===== src/rtl/dadda_mac_seq_pkg.sv =====
// rtl/dadda_mac_seq_pkg.sv - shared constants and FSM encoding for the Dadda MAC sequencer
package dadda_mac_seq_pkg;

  localparam int ACC_W = 16;
  localparam int OP_W  = 8;

  typedef enum logic [1:0] {
    ST_ACCEPT = 2'd0,
    ST_MUL    = 2'd1,
    ST_ADD    = 2'd2,
    ST_OUT    = 2'd3
  } state_t;

endpackage


===== src/rtl/dadda_mac_seq_if.sv =====
// rtl/dadda_mac_seq_if.sv - operand stream and result stream bundle for the MAC sequencer
interface dadda_mac_seq_if #(
  parameter int CNT_W = 8
);
  import dadda_mac_seq_pkg::*;

  logic             in_valid;
  logic             in_ready;
  logic [OP_W-1:0]  in_a;
  logic [OP_W-1:0]  in_b;
  logic             in_last;
  logic             res_valid;
  logic             res_ready;
  logic [ACC_W-1:0] res_data;
  logic             res_ovf;
  logic [CNT_W-1:0] res_cnt;
  logic             res_trunc;

  modport master (
    output in_valid, in_a, in_b, in_last, res_ready,
    input  in_ready, res_valid, res_data, res_ovf, res_cnt, res_trunc
  );

  modport slave (
    input  in_valid, in_a, in_b, in_last, res_ready,
    output in_ready, res_valid, res_data, res_ovf, res_cnt, res_trunc
  );

endinterface


===== src/rtl/dadda_mac_seq_carryseladd.sv =====
// rtl/dadda_mac_seq_carryseladd.sv - 16-bit carry-select adder resolving the carry-save rows
module dadda_mac_seq_carryseladd
  import dadda_mac_seq_pkg::*;
(
  input  logic [ACC_W-1:0] x,
  input  logic [ACC_W-1:0] y,
  output logic [ACC_W:0]   sum
);

  localparam int H = ACC_W / 2;

  logic [H:0] lo;
  logic [H:0] hi0;
  logic [H:0] hi1;

  // Upper half is precomputed for both carry-ins; the low half's carry picks one.
  always_comb begin
    lo  = {1'b0, x[H-1:0]} + {1'b0, y[H-1:0]};
    hi0 = {1'b0, x[ACC_W-1:H]} + {1'b0, y[ACC_W-1:H]};
    hi1 = {1'b0, x[ACC_W-1:H]} + {1'b0, y[ACC_W-1:H]} + {{H{1'b0}}, 1'b1};
    sum = lo[H] ? {hi1, lo[H-1:0]} : {hi0, lo[H-1:0]};
  end

endmodule


===== src/rtl/dadda_mac_seq.sv =====
// rtl/dadda_mac_seq.sv - sequences operand pairs through the external Dadda array and accumulates
module dadda_mac_seq
  import dadda_mac_seq_pkg::*;
#(
  parameter int               CNT_W    = 8,
  parameter int               SAT      = 0,
  parameter logic [ACC_W-1:0] ACC_INIT = 16'h0000
) (
  input  logic              clk,
  input  logic              rst,
  dadda_mac_seq_if.slave    bus,
  output logic [OP_W-1:0]   mul_a,
  output logic [OP_W-1:0]   mul_b,
  output logic [ACC_W-1:0]  mul_acc,
  input  logic [ACC_W-1:0]  row0,
  input  logic [ACC_W-1:0]  row1
);

  state_t             state;
  state_t             state_next;
  logic [ACC_W-1:0]   row0_q;
  logic [ACC_W-1:0]   row1_q;
  logic [CNT_W-1:0]   cnt;
  logic [CNT_W-1:0]   cnt_inc;
  logic               last_q;
  logic               ovf;
  logic               trunc;
  logic [ACC_W:0]     sum;
  logic [ACC_W-1:0]   acc_next;
  logic               limit;

  dadda_mac_seq_carryseladd u_csa (
    .x   (row0_q),
    .y   (row1_q),
    .sum (sum)
  );

  always_comb begin
    cnt_inc  = cnt + {{(CNT_W-1){1'b0}}, 1'b1};
    limit    = (cnt_inc == {CNT_W{1'b1}});
    acc_next = (sum[ACC_W] && (SAT != 0)) ? {ACC_W{1'b1}} : sum[ACC_W-1:0];
  end

  always_ff @(posedge clk) begin
    if (rst) state <= ST_ACCEPT;
    else     state <= state_next;
  end

  always_comb begin
    state_next = state;
    case (state)
      ST_ACCEPT: if (bus.in_valid) state_next = ST_MUL;
      ST_MUL:    state_next = ST_ADD;
      ST_ADD:    state_next = (last_q || limit) ? ST_OUT : ST_ACCEPT;
      ST_OUT:    if (bus.res_ready) state_next = ST_ACCEPT;
      default:   state_next = ST_ACCEPT;
    endcase
  end

  always_comb begin
    bus.in_ready  = (state == ST_ACCEPT);
    bus.res_valid = (state == ST_OUT);
    bus.res_data  = (state == ST_OUT) ? mul_acc : '0;
    bus.res_ovf   = ovf;
    bus.res_cnt   = cnt;
    bus.res_trunc = trunc;
  end

  always_ff @(posedge clk) begin
    if (rst) begin
      mul_a   <= '0;
      mul_b   <= '0;
      mul_acc <= ACC_INIT;
      row0_q  <= '0;
      row1_q  <= '0;
      cnt     <= '0;
      last_q  <= 1'b0;
      ovf     <= 1'b0;
      trunc   <= 1'b0;
    end else begin
      case (state)
        ST_ACCEPT: begin
          if (bus.in_valid) begin
            mul_a  <= bus.in_a;
            mul_b  <= bus.in_b;
            last_q <= bus.in_last;
          end
        end
        ST_MUL: begin
          row0_q <= row0;
          row1_q <= row1;
        end
        ST_ADD: begin
          mul_acc <= acc_next;
          ovf     <= ovf | sum[ACC_W];
          cnt     <= cnt_inc;
          trunc   <= limit & ~last_q;
        end
        ST_OUT: begin
          // Result handoff rearms the accumulator for the next packet.
          if (bus.res_ready) begin
            mul_acc <= ACC_INIT;
            cnt     <= '0;
            ovf     <= 1'b0;
            trunc   <= 1'b0;
          end
        end
        default: ;
      endcase
    end
  end

endmodule


===== src/flat_wrapper.sv =====
// flat-port wrapper written by rule: the top's interface ports become plain ports
module dadda_mac_seq_flat import dadda_mac_seq_pkg::*;
#(
  parameter int               CNT_W    = 8,
  parameter int               SAT      = 0,
  parameter logic [ACC_W-1:0] ACC_INIT = 16'h0000
)
  (clk, rst, mul_a, mul_b, mul_acc, row0, row1, bus_in_valid, bus_in_a, bus_in_b, bus_in_last, bus_res_ready, bus_in_ready, bus_res_valid, bus_res_data, bus_res_ovf, bus_res_cnt, bus_res_trunc);
  dadda_mac_seq_if #(.CNT_W(CNT_W)) bus_i ();
  input  logic clk;
  input  logic rst;
  output logic [OP_W-1:0] mul_a;
  output logic [OP_W-1:0] mul_b;
  output logic [ACC_W-1:0] mul_acc;
  input  logic [ACC_W-1:0] row0;
  input  logic [ACC_W-1:0] row1;
  input wire logic [$bits(bus_i.in_valid)-1:0] bus_in_valid;
  input wire logic [$bits(bus_i.in_a)-1:0] bus_in_a;
  input wire logic [$bits(bus_i.in_b)-1:0] bus_in_b;
  input wire logic [$bits(bus_i.in_last)-1:0] bus_in_last;
  input wire logic [$bits(bus_i.res_ready)-1:0] bus_res_ready;
  output wire logic [$bits(bus_i.in_ready)-1:0] bus_in_ready;
  output wire logic [$bits(bus_i.res_valid)-1:0] bus_res_valid;
  output wire logic [$bits(bus_i.res_data)-1:0] bus_res_data;
  output wire logic [$bits(bus_i.res_ovf)-1:0] bus_res_ovf;
  output wire logic [$bits(bus_i.res_cnt)-1:0] bus_res_cnt;
  output wire logic [$bits(bus_i.res_trunc)-1:0] bus_res_trunc;
  assign bus_i.in_valid = bus_in_valid;
  assign bus_i.in_a = bus_in_a;
  assign bus_i.in_b = bus_in_b;
  assign bus_i.in_last = bus_in_last;
  assign bus_i.res_ready = bus_res_ready;
  assign bus_in_ready = bus_i.in_ready;
  assign bus_res_valid = bus_i.res_valid;
  assign bus_res_data = bus_i.res_data;
  assign bus_res_ovf = bus_i.res_ovf;
  assign bus_res_cnt = bus_i.res_cnt;
  assign bus_res_trunc = bus_i.res_trunc;
  dadda_mac_seq #(.CNT_W(CNT_W), .SAT(SAT), .ACC_INIT(ACC_INIT)) u_core (.clk(clk), .rst(rst), .bus(bus_i), .mul_a(mul_a), .mul_b(mul_b), .mul_acc(mul_acc), .row0(row0), .row1(row1));
endmodule

===== config.mk =====
export PLATFORM = sky130hd
export DESIGN_NAME = dadda_mac_seq_flat
export DESIGN_NICKNAME = d
export VERILOG_FILES = /design/src/rtl/dadda_mac_seq_pkg.sv /design/src/rtl/dadda_mac_seq_if.sv /design/src/rtl/dadda_mac_seq_carryseladd.sv /design/src/rtl/dadda_mac_seq.sv /design/src/flat_wrapper.sv
export SDC_FILE = /design/constraint.sdc
export NUM_CORES = 1
export LEC_CHECK = 0
export ABC_AREA = 1
export BUFFER_PORTS_ARGS = -buffer_cell sky130_fd_sc_hd__buf_4
export CAP_MARGIN = 0
export CELL_PAD_IN_SITES_DETAIL_PLACEMENT = 1
export CELL_PAD_IN_SITES_GLOBAL_PLACEMENT = 1
export CORE_MARGIN = 5
export CORE_UTILIZATION = 36
export DETAILED_ROUTE_END_ITERATION = 8
export PLACE_DENSITY_LB_ADDON = 0.1
export RECOVER_POWER = 25
export SLEW_MARGIN = 20
export SYNTH_ARGS = -nofsm -noshare
export SYNTH_HDL_FRONTEND = slang
export SYNTH_SLANG_ARGS = --single-unit

===== constraint.sdc =====
create_clock -name clk -period 2.15 [get_ports clk]
set_input_delay 0.215 -clock clk [delete_from_list [all_inputs] [get_ports clk]]
set_output_delay 0.215 -clock clk [all_outputs]
set_load 0.05 [all_outputs]

=== After elaboration in Yosys (flattened, before gate mapping) ===
Index checks and enable logic that the tools add are counted.

* Muxes and demuxes: 13
* Add/subtract/negate cells: 4
* Reductions and logical operators: 6
* Equal/unequal tests: 6
* Bitwise gates (word level): 3

{| class="wikitable"
|+ Operators by type and width
! operator !! count
|-
| 2-to-1 mux 16 bit || 2
|-
| case mux 16 bit (2 select lines) || 1
|-
| adder 8 x 8 -> 9 bit || 2
|-
| 2-to-1 mux 17 bit || 1
|-
| case mux 8 bit (2 select lines) || 1
|-
| adder 9 x 1 -> 9 bit, second input constant || 1
|-
| adder 8 x 1 -> 8 bit, second input constant || 1
|-
| equality test 8 bit, second input constant || 1
|-
| 2-to-1 mux 8 bit || 1
|-
| case mux 2 bit (4 select lines) || 1
|-
| 2-to-1 mux 2 bit || 3
|-
| AND reduction 2 bit || 3
|-
| equality test 2 bit, second input constant || 2
|-
| inequality test 2 bit, second input constant || 2
|-
| case mux 1 bit (2 select lines) || 2
|-
| equality test 2 x 1 -> 1 bit, second input constant || 1
|-
| zero test 2 bit || 1
|-
| nonzero test 2 bit || 1
|-
| bitwise AND 1 bit || 1
|-
| logical OR 1 bit || 1
|-
| 2-to-1 mux 1 bit || 1
|-
| inverter 1 bit || 1
|-
| OR 1 bit || 1
|}

* Bits of input ports: 53
* Register bits after elaboration: 77

=== Depth between registers and ports, before layout ===
Gate-level depths: netlist (run 1).

* Depth after elaboration: 5
* Depth in mapped cells: 15
* Gate-level depth less buffers: 15

=== Cells and area by module ===
A second synthesis (run 1) with hierarchy kept.

* Cells, all modules: 585
* Area, all modules: 4062.6 sq um

{| class="wikitable"
|+ Modules (own cells, without submodules)
! module !! seq. area each (sq um) !! times used !! area each (sq um) !! cells an instance
|-
| dadda_mac_seq || 1541.5 || 1 || 3094.2 || 433
|-
| dadda_mac_seq_carryseladd || 0.0 || 1 || 968.4 || 152
|}

=== Least setup slack after synthesis (run 1) ===
No wires, ideal clock.

* Path type: register to register
* Start: register u_core.row1_q[8]
* End: register u_core.ovf (netlist: u_core.bus.res_ovf)
* Arrival time: 1.818 ns
* Cell stages (with the launch flop): 13
* Data required time: 2.019 ns
* Slack: 0.201 ns
* Period minus slack after synthesis: 1.949 ns
* Setup time: 0.131 ns
* Cell sequence: dfxtp_1 -> ha_1 -> fa_1 -> ha_1 -> inv_1 -> nor2_2 -> nand3_2 -> nor2_2 -> nand2_1 -> nand2_1 -> nand3_1 -> nand2_1 -> a21oi_2

* Longest elaborated chain between the ends: 5

{| class="wikitable"
|+ Ends and longest elaborated chain
! what !! line !! RTL
|-
| from (decl) || dadda_mac_seq.sv:22 || <nowiki>logic [ACC_W-1:0] row1_q;</nowiki>
|-
| from (signal assigned) || dadda_mac_seq.sv:91 || <nowiki>row1_q <= row1;</nowiki>
|-
| adder 8 x 8 -> 9 bit (*) || dadda_mac_seq_carryseladd.sv:19, dadda_mac_seq_carryseladd.sv:20 ||
|-
| adder 9 x 1 -> 9 bit || dadda_mac_seq_carryseladd.sv:20 || <nowiki>hi1 = {1'b0, x[ACC_W-1:H]} + {1'b0, y[ACC_W-1:H]} + {{H{1'b0}}, 1'b1};</nowiki>
|-
| 2-to-1 mux 17 bit (*) || dadda_mac_seq_carryseladd.sv:21 || <nowiki>sum = lo[H] ? {hi1, lo[H-1:0]} : {hi0, lo[H-1:0]};</nowiki>
|-
| OR 1 bit (*) || dadda_mac_seq.sv:95 || <nowiki>ovf <= ovf | sum[ACC_W];</nowiki>
|-
| case mux 1 bit (2 select lines) (*) || dadda_mac_seq.sv:81 || <nowiki>case (state)</nowiki>
|-
| to (signal assigned) || dadda_mac_seq.sv:95 ||
|-
| to (decl) || dadda_mac_seq.sv:26 || <nowiki>logic ovf;</nowiki>
|}

Every way passes the cells marked *; elsewhere a longest branch is shown, timed or not.
A chain may end at the register's enable or synchronous reset.

=== Worst setup path after layout (run 1) ===
* Start: register u_core.row0_q[8]
* End: register u_core.ovf (netlist: u_core.bus.res_ovf)

* Longest elaborated chain between the ends: 5

{| class="wikitable"
|+ Ends and longest elaborated chain
! what !! line !! RTL
|-
| from (decl) || dadda_mac_seq.sv:21 || <nowiki>logic [ACC_W-1:0] row0_q;</nowiki>
|-
| from (signal assigned) || dadda_mac_seq.sv:90 || <nowiki>row0_q <= row0;</nowiki>
|-
| adder 8 x 8 -> 9 bit (*) || dadda_mac_seq_carryseladd.sv:19, dadda_mac_seq_carryseladd.sv:20 ||
|-
| adder 9 x 1 -> 9 bit || dadda_mac_seq_carryseladd.sv:20 ||
|-
| 2-to-1 mux 17 bit (*) || dadda_mac_seq_carryseladd.sv:21 ||
|-
| OR 1 bit (*) || dadda_mac_seq.sv:95 ||
|-
| case mux 1 bit (2 select lines) (*) || dadda_mac_seq.sv:81 ||
|}

Marks and branches as above.

==> flow_metrics.tcl, run 1 <==
set metrics [dict create \
    antenna_found_initial 0 \
    final_cells 814 \
    hold_slack_ns 0.115 \
    drt_first_pass_iters 4 \
    r2r_cells 12 \
    track_usage 0.175 \
    io_pins 113 \
    grt_max_degree 53 \
    crit_arrival_ns 2.26 \
    fin_crit_ns 2.03 \
    period_share 0.943 \
    setup_viol 0 \
    areaGrowthSynthToFinish_pct 29.3 \
    hold_viol 0 \
    place_area_um2 4890 \
    critPathRequiredTime_ns 2.38 \
    final_area_um2 5060 \
    start_kind "flop" \
    synth_cell_types 34 \
    place_ws_ns 0.0298 \
    status "finished clean" \
    viasPerCell 4.79 \
    cts_buffers 9 \
    htreeDepth 3 \
    route.vias.total 3901 \
    yosys_warnings 0 \
    core_area_um2 10700 \
    numPortBuffers 112 \
    syn_inst 561 \
    cts_buffer_depth 2 \
    fillers 1422 \
    fin_nets 744 \
    place_congestion 0.780 \
    die_x_um 114 \
    first_global_vias 3996 \
    min_path_type "in2reg" \
    ys_ff_latch 77 \
    peakVddDrop_uv 393 \
    totalWireLength_um 11200 \
    drive_gt1_frac 0.215 \
    setup_ws_ns 0.122 \
    postRouteAntennaNets 0 \
    p_leak_nw 2.21 \
    grt_pass1_wl_um 18800 \
    wl_per_cell_um 13.8 \
    syn_avg_cell_area_um2 6.98 \
    antenna_cells 0 \
    crit_fanout 3 \
    rows 38 \
    clock-root-buffer "clkbuf_8" \
    clk_latency_ns 0.35 \
    powerDensity_nw_per_um2 699 \
    place_hpwl_um 8780 \
    start_util 0.364 \
    cts_sinks 77 \
    die_h_um 114 \
    die_area_um2 13100 \
    end_kind "flop" \
    dr.first_iter.drc_count 95 \
    ys_seq_area_frac 0.394 \
    grt_overflow 0 \
    dp_cells 796 \
    hold_depth 3 \
    cap_violations 0 \
    fin_skew_ns 0.0125 \
    max_freq_mhz 493 \
    maxSlewHeadroom 0.386 \
    setup-tns-final_ns 0 \
    drc_errors 0 \
    cts.clk_slew.worst_paths_ns 0.08 \
    tritoncts "done" \
    drv_slew 0 \
    syn-num-nets 635 \
    criticalPathCategory "reg2reg" \
    netlist_area_um2 3910 \
    tightest_slew_ns 0.921 \
]
-- report_power, final --
| group | switching, mW | total [mW] | internal, mW |
|---|---|---|---|
| clock | 0.546 | 1.20 | 0.650 |
| combinational | 0.508 | 0.761 | 0.253 |
| sequential | 0.0592 | 1.58 | 1.52 |
-- metrics by stage --
step | utilization | total power [mW]
after detailed placement | 0.455 | 2.39
after global routing | 0.471 | 3.75
after CTS | 0.474 | 3.60
final | 0.471 | 3.54
after floorplan | - | 2.12
after global placement | 0.455 | 2.36
-- layer usage --
| metal | part of all wire | GRT usage | routed length (um) | vias to the layer above |
|---|---|---|---|---|
| li1 | - | - | - | 2018 |
| met3 | 0.078 | 0.0613 | 879 | 4 |
| met2 | 0.45 | 0.288 | 5050 | 91 |
| met4 | 0.0053 | 0.0404 | 60 | 0 |
| met5 | 0 | 0 | 0 | - |
| met1 | 0.47 | 0.222 | 5230 | 1788 |
-- final cells by class --
| type | count | area, um^2 | share of cell area |
|---|---|---|---|
| multi-input combinational | 396 | 2090 | 0.413 |
| sequential | 77 | 1550 | 0.305 |
| clock inverter | 6 | 87.6 | 0.0173 |
| timing repair buffer | 120 | 790 | 0.156 |
| tap | 140 | 175 | 0.0346 |
| inverter | 66 | 248 | 0.0489 |
| clock buffer | 9 | 124 | 0.0245 |
-- placed cells by master, fill, tap and decap left out, types with 3 or more instances in the layout --
master,count
nand4_1,6
clkbuf_8,9
xor2_1,4
a21oi_1,40
buf_4,86
ha_1,16
nor2_1,119
nand2_2,11
nand3_1,28
inv_1,61
nor2_4,4
o21ai_0,59
dfxtp_2,4
inv_2,5
nand2_1,78
clkbuf_1,33
o21ai_1,3
dfxtp_1,73
-- Yosys cell counts --
| cell | count | area (um^2) |
|---|---|---|
| ha_1 | 19 | 238 |
| a21oi_2 | 2 | 17.5 |
| inv_2 | 4 | 15.0 |
| buf_4 | 1 | 7.51 |
| o21ai_1 | 3 | 15.0 |
| nand2_2 | 10 | 62.6 |
| o311ai_0 | 1 | 8.76 |
| clkbuf_1 | 16 | 60.1 |
| nand3_2 | 3 | 30.0 |
| nand2_1 | 79 | 297 |
| nand2_4 | 1 | 11.3 |
| nand4_1 | 6 | 37.5 |
| a31oi_1 | 2 | 12.5 |
| xnor2_1 | 2 | 17.5 |
| nor2_4 | 2 | 22.5 |
| o211ai_1 | 1 | 7.51 |
| xor2_1 | 4 | 35.0 |
| buf_2 | 4 | 20.0 |
| nand3_1 | 29 | 145 |
| nor3_2 | 1 | 10.0 |
| o22ai_1 | 2 | 12.5 |
| nor2_2 | 4 | 25.0 |
| o21ai_0 | 59 | 295 |
| or2_2 | 1 | 6.26 |
| nor2_1 | 119 | 447 |
| fa_1 | 2 | 40.0 |
| a31o_2 | 1 | 8.76 |
| dfxtp_1 | 77 | 1540 |
| nand4_2 | 1 | 12.5 |
| a21oi_1 | 40 | 200 |
| nor3_1 | 1 | 5.00 |
| inv_1 | 62 | 233 |
| nor3b_2 | 1 | 12.5 |
| clkbuf_2 | 1 | 5.00 |
-- worst max-delay path, stage by stage, from the launching register on --
cell and delay [ns]:
dfxtp_2 0.34, ha_4 0.17, fa_2 0.57, ha_1 0.14, inv_1 0.07, nor2_4 0.12
nand3_4 0.10, nor2_4 0.11, nand2_1 0.06, nand2_1 0.05, nand3_1 0.06, nand2_1 0.07
a21oi_2 0.05
-- what timing repair did --
action / in CTS / in global routing
setup buffers: 0 / 3
resized for setup: 0 / 17
setup endpoints to repair: 0 / 6
hold buffers: 0 / 0
-- logic make-up (layout without fill, tap and decap cells) --
kind of cell	Yosys count	in the layout	synth area share
buffers and inverters	88	201	0.0870
DFF	77	77	0.394
adders and majority gates	21	21	0.0710
AOI/OAI and AO/OA	111	111	0.148
and+or+nand+nor	258	258	0.287
xor gates and xnor gates	6	6	0.0134
-- final timing paths --
check	end	slack, ns	start
max	u_core.bus.res_ovf$_SDFFE_PP0P_	0.12	u_core.row0_q[8]$_SDFFE_PP0N_
min	u_core.row0_q[2]$_SDFFE_PP0N_	0.11	row0[2]
max reg2reg	u_core.bus.res_ovf$_SDFFE_PP0P_	0.12	u_core.row0_q[8]$_SDFFE_PP0N_
min reg2reg	u_core.bus.res_trunc$_SDFFE_PP0P_	0.47	u_core.bus.res_trunc$_SDFFE_PP0P_
-- registers in the layout, indices dropped and copies added (netlist names) --
name / count
u_core.mul_acc: 16
u_core.last_q: 1
u_core.row0_q: 16
u_core.bus.res_ovf: 1
u_core.mul_b: 8
u_core.row1_q: 16
u_core.bus.res_cnt: 8
u_core.state: 2
u_core.bus.res_trunc: 1
u_core.mul_a: 8
No activity file was read; power rests on OpenSTA's default activity.
==> inputs of run 2 (changes only) <==
--- a/config.mk
+++ b/config.mk
@@ -11,11 +11,12 @@
 export CELL_PAD_IN_SITES_DETAIL_PLACEMENT = 1
 export CELL_PAD_IN_SITES_GLOBAL_PLACEMENT = 1
 export CORE_MARGIN = 5
-export CORE_UTILIZATION = 36
+export CORE_UTILIZATION = 37
 export DETAILED_ROUTE_END_ITERATION = 8
 export PLACE_DENSITY_LB_ADDON = 0.1
 export RECOVER_POWER = 25
 export SLEW_MARGIN = 20
 export SYNTH_ARGS = -nofsm -noshare
 export SYNTH_HDL_FRONTEND = slang
+export SYNTH_HIERARCHICAL = 1
 export SYNTH_SLANG_ARGS = --single-unit
==> constraint.sdc (replaced) <==
create_clock -name clk -period 2.2 [get_ports clk]
set_input_delay 0.22 -clock clk [delete_from_list [all_inputs] [get_ports clk]]
set_output_delay 0.22 -clock clk [all_outputs]
set_load 0.05 [all_outputs]
==> run 2 against run 1 <==
Effect of this change: the flow now finishes with violations (negative setup slack); hold slack worse by 0.029 ns; wire length increased by 6.6%; sequential share of layout area decreased by 0.60 points; global-route usage increased by 0.89 points; count of clock-buffer cells in the layout is the same; sequential power barely moved; combinational power shrank 3.9%; clock power is essentially flat; non-clock buffer count decreased by 2; critical path depth unchanged; largest power group unchanged.
==> flow_metrics.tcl, run 2 <==
set metrics [dict create \
    die_area_um2 13200 \
    total_power_mw 3.48 \
    end_kind "flop" \
    ys_ff_latch 77 \
    syn_avg_cell_area_um2 6.94 \
    ys_seq_area_frac 0.379 \
    track_usage 0.184 \
    htreeDepth 3 \
    criticalPathCategory "reg2reg" \
    tritoncts "done" \
    grt_setup_unrepaired "yes" \
    tightest_slew_ns 1.00 \
    min_from "row1[10]" \
    synthArstFlopShare 0 \
    cts_buffer_depth 2 \
    crit_fanout 4 \
    grt_max_degree 33 \
    antenna_found_initial 0 \
    yosys-top-cells-area "dfxtp_1 (38%), nor2_1 (12%), nand2_1 (10%)" \
    wl_per_cell_um 14.3 \
    route.vias.total 4054 \
    min_path_type "in2reg" \
    cap_violations 0 \
    postRouteAntennaNets 0 \
    peakVddDrop_uv 345 \
    crit_path_start "u_core/row0_q[8]$_SDFFE_PP0N_" \
    fin_crit_ns 2.20 \
    drt_first_pass_iters 4 \
    synthFlopType "dfxtp_1" \
    numPortBuffers 112 \
    clock-root-buffer "clkbuf_8" \
    die_h_um 115 \
    status "finished, violations left" \
    grt_overflow 0 \
    hold_viol 0 \
    drv_slew 0 \
    crit_arrival_ns 2.45 \
    cts_sinks 77 \
    totalWireLength_um 12000 \
    synth_most_common_cell "nor2_1" \
    clk_latency_ns 0.36 \
    max_freq_mhz 454 \
    synth.top_cells.by_count "nor2_1 (134), nand2_1 (108), dfxtp_1 (77)" \
    first_global_vias 4268 \
    areaGrowthSynthToFinish_pct 26.9 \
    cts.clk_slew.worst_paths_ns 0.09 \
    io_pins 113 \
    place_hpwl_um 9090 \
    synth_area_leader_cell "dfxtp_1" \
    synth_cell_types 37 \
    powerDensity_nw_per_um2 675 \
    seq_area_um2 1540 \
    maxSlewHeadroom 0.329 \
    core_area_um2 10800 \
    final_common_cell "nor2_1" \
    r2r_start "u_core/row0_q[8]$_SDFFE_PP0N_" \
    critPathRequiredTime_ns 2.44 \
    start_kind "flop" \
    synth_edf_count 0 \
    yosys_warnings 6 \
    syn-num-nets 659 \
    place_ws_ns -0.0842 \
    synth_top_area_frac 0.379 \
    period_share 1.00 \
    grt_pass1_wl_um 19700 \
    syn_inst 585 \
    drc_errors 0 \
    place_area_um2 5000 \
    die_x_um 115 \
    drive_gt1_frac 0.212 \
    final_area_um2 5150 \
    antenna_cells 0 \
    dr.first_iter.drc_count 211 \
    fillers 1426 \
    cts_hold_buf 0 \
    setup_viol 1 \
    postLayoutCoreUtil 0.478 \
    multi_input_area_um2 2240 \
    fin_nets 767 \
    reg_top3 "u_core/mul_acc: 16 flops, u_core/row0_q: 16 flops, u_core/row1_q: 16 flops" \
    start_util 0.376 \
    place_congestion 0.759 \
    final_cell_mix "nor2_1 (132), nand2_1 (105), buf_4 (86), dfxtp_1 (75), inv_1 (52)" \
    failed_checks "negative setup slack" \
    netlist_area_um2 4060 \
    p_leak_nw 2.34 \
    viasPerCell 4.84 \
    setup_ws_ns -0.00487 \
    fin_skew_ns 0.00924 \
    rows 38 \
    cts_buffers 9 \
]
## run 2: cell count changes in the layout (fill, tap and decap cells not counted), sizes merged, moves of 5 or more
cell,before,now
nand2,90,119
nor2,125,144
inv,67,56
o21ai,62,53
a21oi,42,37
nand4,7,2
xor2,4,9
## run 2: cell type report
| type | instances | share of cell area |
|---|---|---|
| Sequential cell | 77 | 0.300 |
| Tap cell | 140 | 0.0340 |
| Clock buffer | 9 | 0.0240 |
| Multi-Input combinational cell | 431 | 0.434 |
| Timing Repair Buffer | 118 | 0.149 |
| Inverter | 56 | 0.0408 |
| Clock inverter | 7 | 0.0192 |
## run 2: stage by stage
step	hold WS [ns]	setup TNS [ns]	std cells
finish	0.0862	-0.00487	838
global route	0.0749	-0.375	838
CTS	0.0696	-0.0244	838
detailed placement	0.451	-0.107	820
global placement	0.440	-0.00261	820
floorplan	0.355	0	585
## run 2: worst paths after layout
path	to	slack, ns	cells after the start
worst min register to register	u_core/bus.res_trunc$_SDFFE_PP0P_	0.47	2
worst min-delay path	u_core/row1_q[10]$_SDFFE_PP0N_	0.09	3
worst max register to register	u_core/bus.res_ovf$_SDFFE_PP0P_	-0.005	12
worst max-delay path	u_core/bus.res_ovf$_SDFFE_PP0P_	-0.005	12
## run 2: timing repair
item	in CTS	in global routing
resized for setup	6	5
endpoints found under the setup margin	3	5
pin swaps	8	9
buffers inserted	2	0
## run 2: cell families after synthesis
kind of cell / count (synthesis) / share of synthesized area
compound gates: 96 / 0.123
xor+xnor: 12 / 0.0277
fa+ha+maj: 21 / 0.0684
buf+inv: 77 / 0.0779
flops: 77 / 0.379
mux: 1 / 0.00277
simple gates: 301 / 0.320
## run 2: routing by layer
layer  share of wire  vias up  GRT usage
met4           0.018        0     0.0696
met1            0.46     1898      0.226
met2            0.49       73      0.327
li1                -     2067          -
met5               0        -          0
met3           0.034       16     0.0263
## run 2: power by group
part / leakage, nW / internal, mW / total [mW] / switching (mW)
registers: 0.631 / 1.48 / 1.55 / 0.0624
logic: 1.59 / 0.245 / 0.731 / 0.486
clock network: 0.110 / 0.644 / 1.21 / 0.561
total: 2.34 / 2.37 / 3.48 / 1.11
## run 2: critical path, cell delays in order (launching register included)
cell	delay, ns
dfxtp_2	0.35
ha_4	0.16
fa_1	0.52
ha_2	0.18
inv_1	0.04
nor2_1	0.08
nand3_1	0.08
and2b_4	0.28
nand3_2	0.06
nand2_1	0.06
nand2_1	0.04
o211ai_1	0.16
a21oi_1	0.08
